===== src/rtl/uart_rx_core_if.sv =====
// uart_rx_core_if: received-word handshake between the UART receiver (master) and the RX FIFO (slave).
interface uart_rx_core_if #(
    parameter int DATA_W = 9
);
    logic [DATA_W-1:0] rx_data;
    logic              rx_parity;
    logic              rxwr_request;
    logic              rx_full;
    modport master (output rx_data, rx_parity, rxwr_request, input rx_full);
    modport slave (input rx_data, rx_parity, rxwr_request, output rx_full);
endinterface


===== src/rtl/uart_rx_core.sv =====
// uart_rx_core: oversampled UART receiver with 3-sample voting and sticky PE/FE/BRK/OE flags.
// Defining RX_NOISE_FLAG_EN adds a sticky noise flag NF with its clear input clearNF.
module uart_rx_core #(
    parameter int DATA_W     = 9,
    parameter int OVERSAMPLE = 16,
    parameter int IDLE_ONES  = 8
) (
    input  logic           clk,
    input  logic           reset,
    input  logic           rx_clk_enable,
    input  logic [3:0]     word_len,
    input  logic [1:0]     parity_mode,
    input  logic           stop2,
    input  logic           rxIn_pin,
    uart_rx_core_if.master fifo,
    output logic           PE,
    output logic           FE,
    output logic           BRK,
    output logic           OE,
    input  logic           clearPE,
    input  logic           clearFE,
    input  logic           clearBRK,
    input  logic           clearOE,
`ifdef RX_NOISE_FLAG_EN
    output logic           NF,
    input  logic           clearNF,
`endif
    output logic [2:0]     state
);
    typedef enum logic [2:0] {IDLE, HUNT, START, DATA, PARITY, STOP, BREAK} state_t;
    localparam int PW = $clog2(OVERSAMPLE);
    localparam int CW = $clog2(IDLE_ONES + 1);
    localparam logic [PW-1:0] PH_S0   = PW'(OVERSAMPLE / 2 - 1);
    localparam logic [PW-1:0] PH_S1   = PW'(OVERSAMPLE / 2);
    localparam logic [PW-1:0] PH_S2   = PW'(OVERSAMPLE / 2 + 1);
    localparam logic [PW-1:0] PH_LAST = PW'(OVERSAMPLE - 1);
    localparam logic [CW-1:0] ONES_LAST = CW'(IDLE_ONES - 1);

    state_t            st;
    logic [1:0]        sync;
    logic              en_d, tick;
    logic [PW-1:0]     phase;
    logic [CW-1:0]     cnt;
    logic [2:0]        smp;
    logic [3:0]        idx, wl, wl_eff;
    logic [1:0]        pm;
    logic              s2, sidx, ferr, fin, pb;
    logic [DATA_W-1:0] sh;
    logic              rx_s, vote, last, perr, is_brk;
`ifdef RX_NOISE_FLAG_EN
    logic              nz, noisy;
    assign noisy = smp != 3'b000 && smp != 3'b111;
`endif

    assign rx_s   = sync[1];
    assign vote   = (smp[0] & smp[1]) | (smp[0] & smp[2]) | (smp[1] & smp[2]);
    assign last   = phase == PH_LAST;
    assign wl_eff = word_len < 4'd5 ? 4'd5 : word_len > 4'(DATA_W) ? 4'(DATA_W) : word_len;
    assign perr   = pm == 2'b01 ? ^{sh, pb} : pm == 2'b10 ? ~^{sh, pb} : pm == 2'b11 ? ~pb : 1'b0;
    assign is_brk = sh == '0 && !pb && ferr;
    assign state  = st;

    always_ff @(posedge clk) begin
        if (reset) begin
            sync              <= 2'b11;
            en_d              <= 1'b0;
            tick              <= 1'b0;
            st                <= IDLE;
            phase             <= '0;
            cnt               <= '0;
            smp               <= '0;
            idx               <= '0;
            wl                <= 4'd5;
            pm                <= '0;
            s2                <= 1'b0;
            sidx              <= 1'b0;
            ferr              <= 1'b0;
            fin               <= 1'b0;
            sh                <= '0;
            pb                <= 1'b0;
            fifo.rx_data      <= '0;
            fifo.rx_parity    <= 1'b0;
            fifo.rxwr_request <= 1'b0;
            PE                <= 1'b0;
            FE                <= 1'b0;
            BRK               <= 1'b0;
            OE                <= 1'b0;
`ifdef RX_NOISE_FLAG_EN
            nz                <= 1'b0;
            NF                <= 1'b0;
`endif
        end else begin
            sync              <= {sync[0], rxIn_pin};
            en_d              <= rx_clk_enable;
            tick              <= rx_clk_enable & ~en_d;
            fifo.rxwr_request <= 1'b0;
            if (clearPE) PE <= 1'b0;
            if (clearFE) FE <= 1'b0;
            if (clearBRK) BRK <= 1'b0;
            if (clearOE) OE <= 1'b0;
`ifdef RX_NOISE_FLAG_EN
            if (clearNF) NF <= 1'b0;
`endif
            // Frame completion runs on the clk after the last stop-bit tick; set wins over clear.
            if (fin) begin
                fin <= 1'b0;
                if (is_brk) begin
                    BRK <= 1'b1;
                    cnt <= '0;
                    st  <= BREAK;
                end else begin
                    if (ferr) FE <= 1'b1;
                    if (perr) PE <= 1'b1;
                    if (fifo.rx_full) OE <= 1'b1;
                    else fifo.rxwr_request <= 1'b1;
                    fifo.rx_data   <= sh;
                    fifo.rx_parity <= pb;
                    st             <= HUNT;
                end
`ifdef RX_NOISE_FLAG_EN
                if (nz) NF <= 1'b1;
`endif
            end else if (tick) begin
                phase <= last ? '0 : phase + 1'b1;
                if (phase == PH_S0) smp[0] <= rx_s;
                if (phase == PH_S1) smp[1] <= rx_s;
                if (phase == PH_S2) smp[2] <= rx_s;
`ifdef RX_NOISE_FLAG_EN
                if (last && noisy && st inside {START, DATA, PARITY, STOP}) nz <= 1'b1;
`endif
                case (st)
                    IDLE, BREAK: begin
                        if (!rx_s) cnt <= '0;
                        else if (cnt == ONES_LAST) begin
                            cnt <= '0;
                            st  <= HUNT;
                        end else cnt <= cnt + 1'b1;
                    end
                    HUNT: begin
                        if (!rx_s) begin
                            st    <= START;
                            phase <= '0;
                            sh    <= '0;
                            pb    <= 1'b0;
                            ferr  <= 1'b0;
                            sidx  <= 1'b0;
`ifdef RX_NOISE_FLAG_EN
                            nz    <= 1'b0;
`endif
                        end
                    end
                    START: begin
                        if (last && vote) begin
                            cnt <= '0;
                            st  <= IDLE;
                        end else if (last) begin
                            idx <= '0;
                            wl  <= wl_eff;
                            pm  <= parity_mode;
                            s2  <= stop2;
                            st  <= DATA;
                        end
                    end
                    DATA: begin
                        if (last) begin
                            sh  <= sh | (DATA_W'(vote) << idx);
                            idx <= idx + 1'b1;
                            if (idx == wl - 4'd1) st <= pm != 2'b00 ? PARITY : STOP;
                        end
                    end
                    PARITY: begin
                        if (last) begin
                            pb <= vote;
                            st <= STOP;
                        end
                    end
                    STOP: begin
                        if (last) begin
                            if (!vote) ferr <= 1'b1;
                            if (s2 && !sidx) sidx <= 1'b1;
                            else fin <= 1'b1;
                        end
                    end
                    default: st <= IDLE;
                endcase
            end
        end
    end
endmodule


===== src/flat_wrapper.sv =====
// flat-port wrapper written by rule: the top's interface ports become plain ports
module uart_rx_core_flat 
#(
    parameter int DATA_W     = 9,
    parameter int OVERSAMPLE = 16,
    parameter int IDLE_ONES  = 8
)
  (clk, reset, rx_clk_enable, word_len, parity_mode, stop2, rxIn_pin, PE, FE, BRK, OE, clearPE, clearFE, clearBRK, clearOE, state, fifo_rx_data, fifo_rx_parity, fifo_rxwr_request, fifo_rx_full);
  uart_rx_core_if #(.DATA_W(DATA_W)) fifo_i ();
  input  logic clk;
  input  logic reset;
  input  logic rx_clk_enable;
  input  logic [3:0] word_len;
  input  logic [1:0] parity_mode;
  input  logic stop2;
  input  logic rxIn_pin;
  output logic PE;
  output logic FE;
  output logic BRK;
  output logic OE;
  input  logic clearPE;
  input  logic clearFE;
  input  logic clearBRK;
  input  logic clearOE;
  output logic [2:0] state;
  output wire logic [$bits(fifo_i.rx_data)-1:0] fifo_rx_data;
  output wire logic [$bits(fifo_i.rx_parity)-1:0] fifo_rx_parity;
  output wire logic [$bits(fifo_i.rxwr_request)-1:0] fifo_rxwr_request;
  input wire logic [$bits(fifo_i.rx_full)-1:0] fifo_rx_full;
  assign fifo_rx_data = fifo_i.rx_data;
  assign fifo_rx_parity = fifo_i.rx_parity;
  assign fifo_rxwr_request = fifo_i.rxwr_request;
  assign fifo_i.rx_full = fifo_rx_full;
  uart_rx_core #(.DATA_W(DATA_W), .OVERSAMPLE(OVERSAMPLE), .IDLE_ONES(IDLE_ONES)) u_core (.clk(clk), .reset(reset), .rx_clk_enable(rx_clk_enable), .word_len(word_len), .parity_mode(parity_mode), .stop2(stop2), .rxIn_pin(rxIn_pin), .fifo(fifo_i), .PE(PE), .FE(FE), .BRK(BRK), .OE(OE), .clearPE(clearPE), .clearFE(clearFE), .clearBRK(clearBRK), .clearOE(clearOE), .state(state));
endmodule

===== config.mk =====
export PLATFORM = sky130hd
export DESIGN_NAME = uart_rx_core_flat
export DESIGN_NICKNAME = d
export VERILOG_FILES = /design/src/rtl/uart_rx_core_if.sv /design/src/rtl/uart_rx_core.sv /design/src/flat_wrapper.sv
export SDC_FILE = /design/constraint.sdc
export NUM_CORES = 1
export LEC_CHECK = 0
export CAP_MARGIN = 20
export CORE_ASPECT_RATIO = 1.4
export CORE_MARGIN = 2
export CORE_UTILIZATION = 50
export DETAILED_ROUTE_END_ITERATION = 10
export PLACE_DENSITY = 0.78
export REMOVE_ABC_BUFFERS = 1
export SLEW_MARGIN = 20
export SYNTH_ARGS = -nofsm -noshare
export SYNTH_HDL_FRONTEND = slang
export SYNTH_SLANG_ARGS = --single-unit

===== constraint.sdc =====
create_clock -name clk -period 1.75 [get_ports clk]
set_input_delay 0.35 -clock clk [delete_from_list [all_inputs] [get_ports clk]]
set_output_delay 0.35 -clock clk [all_outputs]
set_load 0.05 [all_outputs]

# Yosys cells after proc, flatten, opt, wreduce, memory -nomap -nowiden
# Cells that the tools add are included.
# classes
order_cmp	2
bitwise	15
reduce_logical	33
shift	1
eq_ne	33
n_mux	61
add_sub_neg	4
# op_table
operator	count
$mux W4	14
$mux W3	11
$mux W1	27
$mux W9	2
$ne A3 B1 Y1 const B	6
$pmux W3 S6	1
$pmux W9 S2	1
$reduce_and A6 Y1	3
$pmux W4 S2	2
$reduce_and A5 Y1	3
$add A4 B1 Y4 const B	3
$eq A4 B4 Y1 const B	3
$ne A2 B1 Y1 const B	6
$reduce_bool A2 Y1	6
$reduce_xnor A10 Y1	1
$reduce_xor A10 Y1	1
$eq A3 B3 Y1 const B	3
$logic_not A9 Y1	1
$or A9 B9 Y9	1
$reduce_and A3 Y1	3
$reduce_and A9 Y1	1
$shl A1 B4 Y9	1
$eq A4 B3 Y1 const B	2
$ne A2 B2 Y1 const B	4
23 further kinds	43
# totals
word_cells	174
out_inout_bits	18
regBits	57
in_bits	16

# Longest topological paths before layout
# Gate-level depths: netlist (run 1).
# depth
ltp_word	8
depth_mapped	7
depth_no_buf	7

# Least setup slack after synthesis (run 1)
# Ideal clock, no wire load.
# synth_path
kind	register -> register
from	register u_core.st[1], in the netlist u_core.state[1]
to	register u_core.wl[0]
synth_period_minus_slack_ns	2.017
path_buffers	1
setup_ns	0.120
t_required_ns	1.630
setup_slack_ns	-0.267
arrival_ns	1.897
path_stages_with_launch	6
cell_sequence	dfxtp_1 -> or3b_1 -> or4_1 -> buf_2 -> a211oi_1 -> o21ai_1
# synth_between
elab_chain_len	2
# synth_lines
item	line_no	source
start: declaration	uart_rx_core.sv:39	state_t st;
start signal: assignment	uart_rx_core.sv:168	if (idx == wl - 4'd1) st <= pm != 2'b00 ? PARITY : STOP;
$eq A3 B2 Y1	uart_rx_core.sv:131	case (st)
$reduce_and A5 Y1 (no source line)	n/a	
end signal: assignment	uart_rx_core.sv:158	wl <= wl_eff;
end: declaration	uart_rx_core.sv:45	logic [3:0] idx, wl, wl_eff;
# No other way between the ends.
# A chain may end at the register's enable or synchronous reset.

# Worst setup path in the final report (run 1)
# layout_path
from	register u_core.smp[2]
to	register u_core.st[0], in the netlist u_core.state[0]
# layout_between
elab_chain_len	8
elab_cells_between_ends	11
cone_classes	1 x eq/ne; 4 x mux; 4 x bitwise; 2 x reduce/logical
# layout_lines
item	line_no	source
start: declaration	uart_rx_core.sv:44	logic [2:0] smp;
start signal: assignment	uart_rx_core.sv:127	if (phase == PH_S2) smp[2] <= rx_s;
$and A1 B1 Y1	uart_rx_core.sv:56	assign vote = (smp[0] & smp[1]) | (smp[0] & smp[2]) | (smp[1] & smp[2]);
$or A1 B1 Y1	uart_rx_core.sv:56	
$or A1 B1 Y1 *	uart_rx_core.sv:56	
$logic_and A1 B1 Y1 *	uart_rx_core.sv:153	if (last && vote) begin
$mux W3	uart_rx_core.sv:153	
$pmux W3 S6	uart_rx_core.sv:131	
$mux W3	uart_rx_core.sv:123	end else if (tick) begin
$mux W3	uart_rx_core.sv:105	if (fin) begin
# Mark *: on every way between the ends. The rest lies on a longest branch, timed or not. The select of a mux whose other input is x is not followed.

==> flow_summary.yaml, run 1 <==
final_layout:
  syn_to_final_growth_pct: 42.41
  drive_gt1_share_pct: 34.54
  fillers: 378
  final_area_um2: 4013
  diodes: 0
  nets: 433
  final_common_cell: "buf_4"
  finish.utilization_pct: 73.15
  final_cell_mix: "buf_4, dfxtp_1, nand2_1, nor2_1, a21oi_1"
die:
  initial_utilization_pct: 51.37
  rows: 32
  core_area_um2: 5485
  die_area_um2: 6261
  die_w_um: 67.45
  die_height_um: 92.83
  ios: 34
synth:
  async_reset_ff_share_pct: 0
  synth_cells: 326
  synth_top_area_share_pct: 40.50
  synth_area_leaders: "dfxtp_1, nand2_1, a21oi_1, nor2_1, mux2i_1"
  postSynthAreaPerCell_um2: 8.643
  yosysSeqAreaShare_pct: 40.50
  netlist_area_um2: 2818
  synth-edff-count: 0
  ys_ff_latch: 57
  synth_ff_type: "dfxtp_1"
  yosysUniqueCellTypes: 65
  yosysWarningCount: 0
  synth_top_area_cell: "dfxtp_1"
detailed_routing:
  viasPerCell: 5.863
  via_count: 2826
  routed_wl_um: 8254
  wire_per_inst_um: 17.12
  drt-initial-drc-count: 227
  drt_pre_antenna_iters: 6
  ant_nets: 0
  drc: 0
worst_setup_path:
  cp_slowest_cell: "or4_1"
  critPathMostFrequentCell: "a31oi_1"
  worstSetupPathType: "flip-flop to flip-flop"
  worstPathRequired_ps: 2020
  cp-end-kind: "flip-flop"
  cp-start-kind: "flip-flop"
  crit_fanout: 5
  cp.arrival_ps: 2070
  path_cells: "maj3_2 > buf_6 > a31oi_4 > a31oi_1 > or4_1 > a31oi_1"
  critPathMaxStageDelay_ps: 500
placement:
  gp_congestion: 0.9131
  dpl.hpwl_um: 5477
  portBuffers: 33
  place_area_um2: 3563
grt:
  grt_max_degree: 18
  grt_first_pass_wirelength_um: 12660
  gr-total-overflow: 0
  use_met3_pct: 4.131
  grt_util_met2_pct: 48.18
  grt_pass1_vias: 2843
  antenna_found_initial: 0
  gr-max-usage-layer: "met2"
  grtUsageMet1_pct: 27.58
  grt_use_total_pct: 26.76
outcome:
  violations: "setup timing"
  status: "complete, but fails checks"
clock_network:
  insertion_delay_ps: 350
  numCtsBuffers: 9
  cts_root_buf: "clkbuf_8"
  clk_path_buf_depth: 2
  htree_levels: 3
  clk_pin_slew_ps: 70
  hold_buffers: 0
  clock_sinks: 57
  cts_tree: "yes"
hold_path:
  hold_path.class: "flip-flop to flip-flop"
sta:
  clock.fmax_ghz: 0.5578
  finalCritPeriodShare_pct: 102.4
  rsz0062_at_grt: "yes"
  skew_ps: 8.658
  tightest_slew_ps: 439.4
  fin_crit_ps: 1793
  drv_slew: 0
  postLayoutSetupSlackWorst_ps: -42.84
  slew_headroom_pct: 70.65
  hold_viol: 0
  setup_viol: 1
job:
  maxCapViolCount: 0
power:
  ir_worst_vdd_v: 0.0007707
  cellPowerDensity_nw_per_um2: 728.9
  p_leak_uw: 0.001615
[flip-flops by register name (all words and copies together) (netlist names), 2 cells and up]
register	cells
u_core.cnt	4
u_core.fifo.rx_data	9
u_core.idx	4
u_core.phase	4
u_core.pm	2
u_core.sh	9
u_core.smp	3
u_core.state	3
u_core.sync	2
u_core.wl	4
[where the power goes]
part,switching (µW),leakage [µW],internal (µW),total [µW]
clock network,523,0.000111,861,1380
logic,109,0.00104,111,220
registers,11.5,0.000465,1310,1320
total,643,0.00162,2280,2920
[synthesized netlist by cell type (all sizes together), types with 3 or more instances]
master,count
dfxtp,57
nand2,40
nor2,31
a21oi,29
inv,16
buf,12
nor3,10
mux2i,9
o21ai,9
xnor2,8
xor2,8
clkbuf,7
nor2b,7
nor3b,7
ha,6
nand3,5
a31oi,4
nand4,4
nor4,4
o31ai,4
a211oi,3
a41oi,3
and3,3
nand2b,3
nand3b,3
[stage by stage]
stage / power, µW / TNS [ps] / hold WS (ps) / instances / setup slack, ps
6_report: 2925 / -42.84 / 387.0 / 482 / -42.84
5_1_grt: 3001 / -353.1 / 401.8 / 482 / -112.4
4_1_cts: 2920 / -3.006 / 393.4 / 477 / -3.006
3_3_place_gp: 1539 / -4.720 / 374.7 / 462 / -4.720
2_1_floorplan: 1425 / -5255 / 367.4 / 307 / -419.5
3_5_place_dp: 1546 / -206.3 / 384.9 / 462 / -72.68
[metal layers]
layer,up-vias,wire length (µm)
met3,27,365
met2,104,4525
met4,0,281
li1,1305,-
met5,-,0
met1,1390,3081
[critical path: cells and delay by family (launching register included)]
kind / cells / cell delay, ps
simple gates: 1 / 500
flops: 1 / 320
fa+ha+maj: 1 / 370
compound gates: 3 / 380
buf+inv: 1 / 150
[kinds of logic (layout without fill, tap and decap cells)]
logic type               after synthesis  in the layout  share of synthesized area [%]
buffers and inverters                 35            123                          5.418
XOR/XNOR                              17             17                          5.773
adder cells (fa/ha/maj)                7              7                          3.064
multiplexers                           9              9                          3.197
AND/OR/NAND/NOR                      132            132                          24.73
flip-flops                            57             57                          40.50
AO/OA/AOI/OAI                         69             69                          17.32
[timing repair]
action,in CTS,in global routing
cloned,0,1
setup buffers,1,4
pin swaps,6,14
resized for setup,14,32
endpoints found under the hold margin,0,0
endpoints found under the setup margin,10,16
[final cells by class]
class                   instances  area, µm²  share of cell area [%]
clock inverters                 3      65.06                   1.621
flip-flops and latches         57       1155                   28.78
repair buffers                 93      819.5                   20.42
clock buffers                  11      151.4                   3.773
inverters                      16      60.06                   1.497
well taps                      68      85.08                   2.120
multi-input cells             234       1677                   41.78
[final timing paths]
kind                              start                      endpoint  slack (ps)  depth (start not counted)
max          u_core.smp[2]$_SDFFE_PP0P_  u_core.state[0]$_SDFFE_PP0P_         -40                          6
min reg2reg      u_core.en_d$_SDFF_PP0_        u_core.tick$_SDFF_PP0_         390                          1
min              u_core.en_d$_SDFF_PP0_        u_core.tick$_SDFF_PP0_         390                          1
max reg2reg  u_core.smp[2]$_SDFFE_PP0P_  u_core.state[0]$_SDFFE_PP0P_         -40                          6
Power figures use the tool's default switching activity.
==> inputs of run 2 (changes only) <==
--- a/config.mk
+++ b/config.mk
@@ -5,6 +5,7 @@
 export SDC_FILE = /design/constraint.sdc
 export NUM_CORES = 1
 export LEC_CHECK = 0
+export ABC_AREA = 1
 export CAP_MARGIN = 20
 export CORE_ASPECT_RATIO = 1.4
 export CORE_MARGIN = 2
@@ -12,7 +13,6 @@
 export DETAILED_ROUTE_END_ITERATION = 10
 export PLACE_DENSITY = 0.78
 export REMOVE_ABC_BUFFERS = 1
-export SLEW_MARGIN = 20
 export SYNTH_ARGS = -nofsm -noshare
 export SYNTH_HDL_FRONTEND = slang
 export SYNTH_SLANG_ARGS = --single-unit
==> flow_summary.yaml, run 2 <==
outcome:
  status: "completed"
synth:
  synth_cells: 419
  synth_top_area_cell: "dfxtp_1"
  netlist_area_um2: 2834
  yosysUniqueCellTypes: 31
  async_reset_ff_share_pct: 0
  synth_area_leaders: "dfxtp_1, nand2_1, inv_1, nand3_1, a21oi_1"
  synth_ff_type: "dfxtp_1"
  synthTopCellsByCount: "nand2_1, inv_1, dfxtp_1, nor2_1, nand3_1"
  yosysWarningCount: 0
  synth-edff-count: 0
  ys_ff_latch: 57
  synth_top_area_share_pct: 40.26
  synth_most_common_cell: "nand2_1"
  postSynthAreaPerCell_um2: 6.764
  yosysSeqAreaShare_pct: 40.26
hold_path:
  holdPathEnd: "u_core.tick$_SDFF_PP0_"
  hold_path.class: "flip-flop to flip-flop"
  whs_path_depth: 1
  worstHoldStart: "u_core.en_d$_SDFF_PP0_"
sta:
  tightest_slew_ps: 337.0
  postLayoutSetupSlackWorst_ps: 107.3
  hold_viol: 0
  setup_viol: 0
  fin_hold_ws_ps: 396.7
  clock.fmax_ghz: 0.6087
  finalCritPeriodShare_pct: 93.87
  drv_slew: 0
  skew_ps: 8.776
  slew_headroom_pct: 77.53
  fin_crit_ps: 1643
placement:
  portBuffers: 33
  place_area_um2: 3251
  dpl.hpwl_um: 4807
  gp_congestion: 0.9230
  dp.cells: 518
  dp_slack_ps: 72.35
final_layout:
  diodes: 0
  stdcell_count: 539
  final_area_um2: 3563
  drive_gt1_share_pct: 16.77
  final_common_cell: "nand2_1"
  nets: 488
  finish.utilization_pct: 64.96
  syn_to_final_growth_pct: 25.74
  largestRegisters: "u_core.fifo.rx_data: 9 flops, u_core.sh: 9 flops"
  final_cell_mix: "nand2_1, inv_1, dfxtp_1, nor2_1, nand3_1"
worst_setup_path:
  reg2reg_slack_ps: 110
  crit_fanout: 10
  worstPathRequired_ps: 1980
  worstSetupPathType: "flip-flop to flip-flop"
  r2r_start: "u_core.phase[1]$_SDFFE_PP0P_"
  cp-end-kind: "flip-flop"
  timing.rr.end: "u_core.wl[0]$_SDFFE_PP1P_"
  rr_worst_depth: 9
  cp-start-kind: "flip-flop"
  cp.arrival_ps: 1870
job:
  maxCapViolCount: 0
power:
  p_leak_uw: 0.001598
  cellPowerDensity_nw_per_um2: 812.1
  p_int_uw: 2291
  clkPwrFrac_pct: 50.1
  power_frac_seq_pct: 45.5
  ir_worst_vdd_v: 0.0006696
  p_sw_share_pct: 20.83
  comb_power_share_pct: 4.4
  p_sw_uw: 602.9
die:
  rows: 32
  ios: 34
  initial_utilization_pct: 51.67
  core_area_um2: 5485
  die_w_um: 67.63
  die_height_um: 93.08
  die_area_um2: 6295
detailed_routing:
  ant_nets: 0
  via_count: 2790
  drt-initial-drc-count: 107
  drt_pre_antenna_iters: 6
  wire_per_inst_um: 12.16
  routed_wl_um: 6553
  drc: 0
  viasPerCell: 5.176
grt:
  grt_pass1_vias: 2460
  grt_max_degree: 31
  antenna_found_initial: 0
  grt_first_pass_wirelength_um: 10360
  grt_use_total_pct: 22.06
  gr-total-overflow: 0
clock_network:
  clk_path_buf_depth: 2
  insertion_delay_ps: 350
  numCtsBuffers: 9
  clk_pin_slew_ps: 60
  clock_sinks: 57
  cts_tree: "yes"
  cts_root_buf: "clkbuf_8"
  hold_buffers: 0
  htree_levels: 3
run 2: timing repair:
action,in CTS,in global routing
endpoints found under the hold margin,0,0
endpoints found under the setup margin,0,22
gates resized for setup,0,14
setup buffers,0,5
run 2: area by class of cell:
class,instances,area (µm²)
Clock buffer,12,165.2
Clock inverter,4,73.82
Fill cell,464,1922
Inverter,64,240.2
Multi-Input combinational cell,288,1421
Sequential cell,57,1145
Tap cell,68,85.08
Timing Repair Buffer,46,432.9
run 2: cell families after synthesis:
logic type                 count (synthesis)  synth area share [%]
and+or+nand+nor                          197                 29.89
AOI/OAI and AO/OA                         79                 15.06
buffers and inverters                     74                 10.29
DFF                                       57                 40.26
xor gates and xnor gates                   6                 1.854
adders and majority gates                  6                 2.649
run 2: how the worst max path moves through the flow:
stage	startpoint	endpoint	slack, ps	cells after the start
detailed placement	u_core.wl[0]$_SDFFE_PP1P_	u_core.state[1]$_SDFFE_PP0P_	70	13
global route	u_core.phase[1]$_SDFFE_PP0P_	u_core.wl[0]$_SDFFE_PP1P_	-60	9
finish	u_core.phase[1]$_SDFFE_PP0P_	u_core.wl[0]$_SDFFE_PP1P_	110	9
CTS	u_core.wl[0]$_SDFFE_PP1P_	u_core.state[2]$_SDFFE_PP0P_	50	13
global placement	u_core.wl[0]$_SDFFE_PP1P_	u_core.state[1]$_SDFFE_PP0P_	90	13
floorplan	u_core.state[1]$_SDFFE_PP0P_	u_core.idx[2]$_SDFFE_PP0P_	30	8
run 2: power by group through the flow:
stage / Sequential (µW) / Combinational (µW) / Clock [µW]
6_report: 1320 / 128 / 1450
5_1_grt: 1320 / 141 / 1530
4_1_cts: 1320 / 121 / 1470
3_5_place_dp: 1340 / 120 / 0
3_3_place_gp: 1340 / 118 / 0
2_1_floorplan: 1340 / 50.8 / 0
run 2: layer usage:
layer	up-vias	share of wire (%)	wire, µm	global-route usage (%)
met5	-	0	0	0
met2	58	52	3383	38.24
met1	1267	41	2688	22.44
met3	23	3.9	255	4.573
met4	0	3.4	226	16.16
li1	1442	-	-	-
run 2: per-stage QoR:
stage          power [µW]  TNS [ps]
3_3_place_gp         1462         0
2_1_floorplan        1394         0
4_1_cts              2911         0
3_5_place_dp         1464         0
6_report             2894         0
5_1_grt              2988    -68.00
run 2: worst max-delay path, cell delays in order (launching register included):
cell and delay [ps]:
dfxtp_1 350, ha_1 170, nand2_1 100, nor2_4 120, nand2_1 100, a21oi_2 180, nand2_4 120, buf_4 160
o21ai_1 140, nand3_1 80
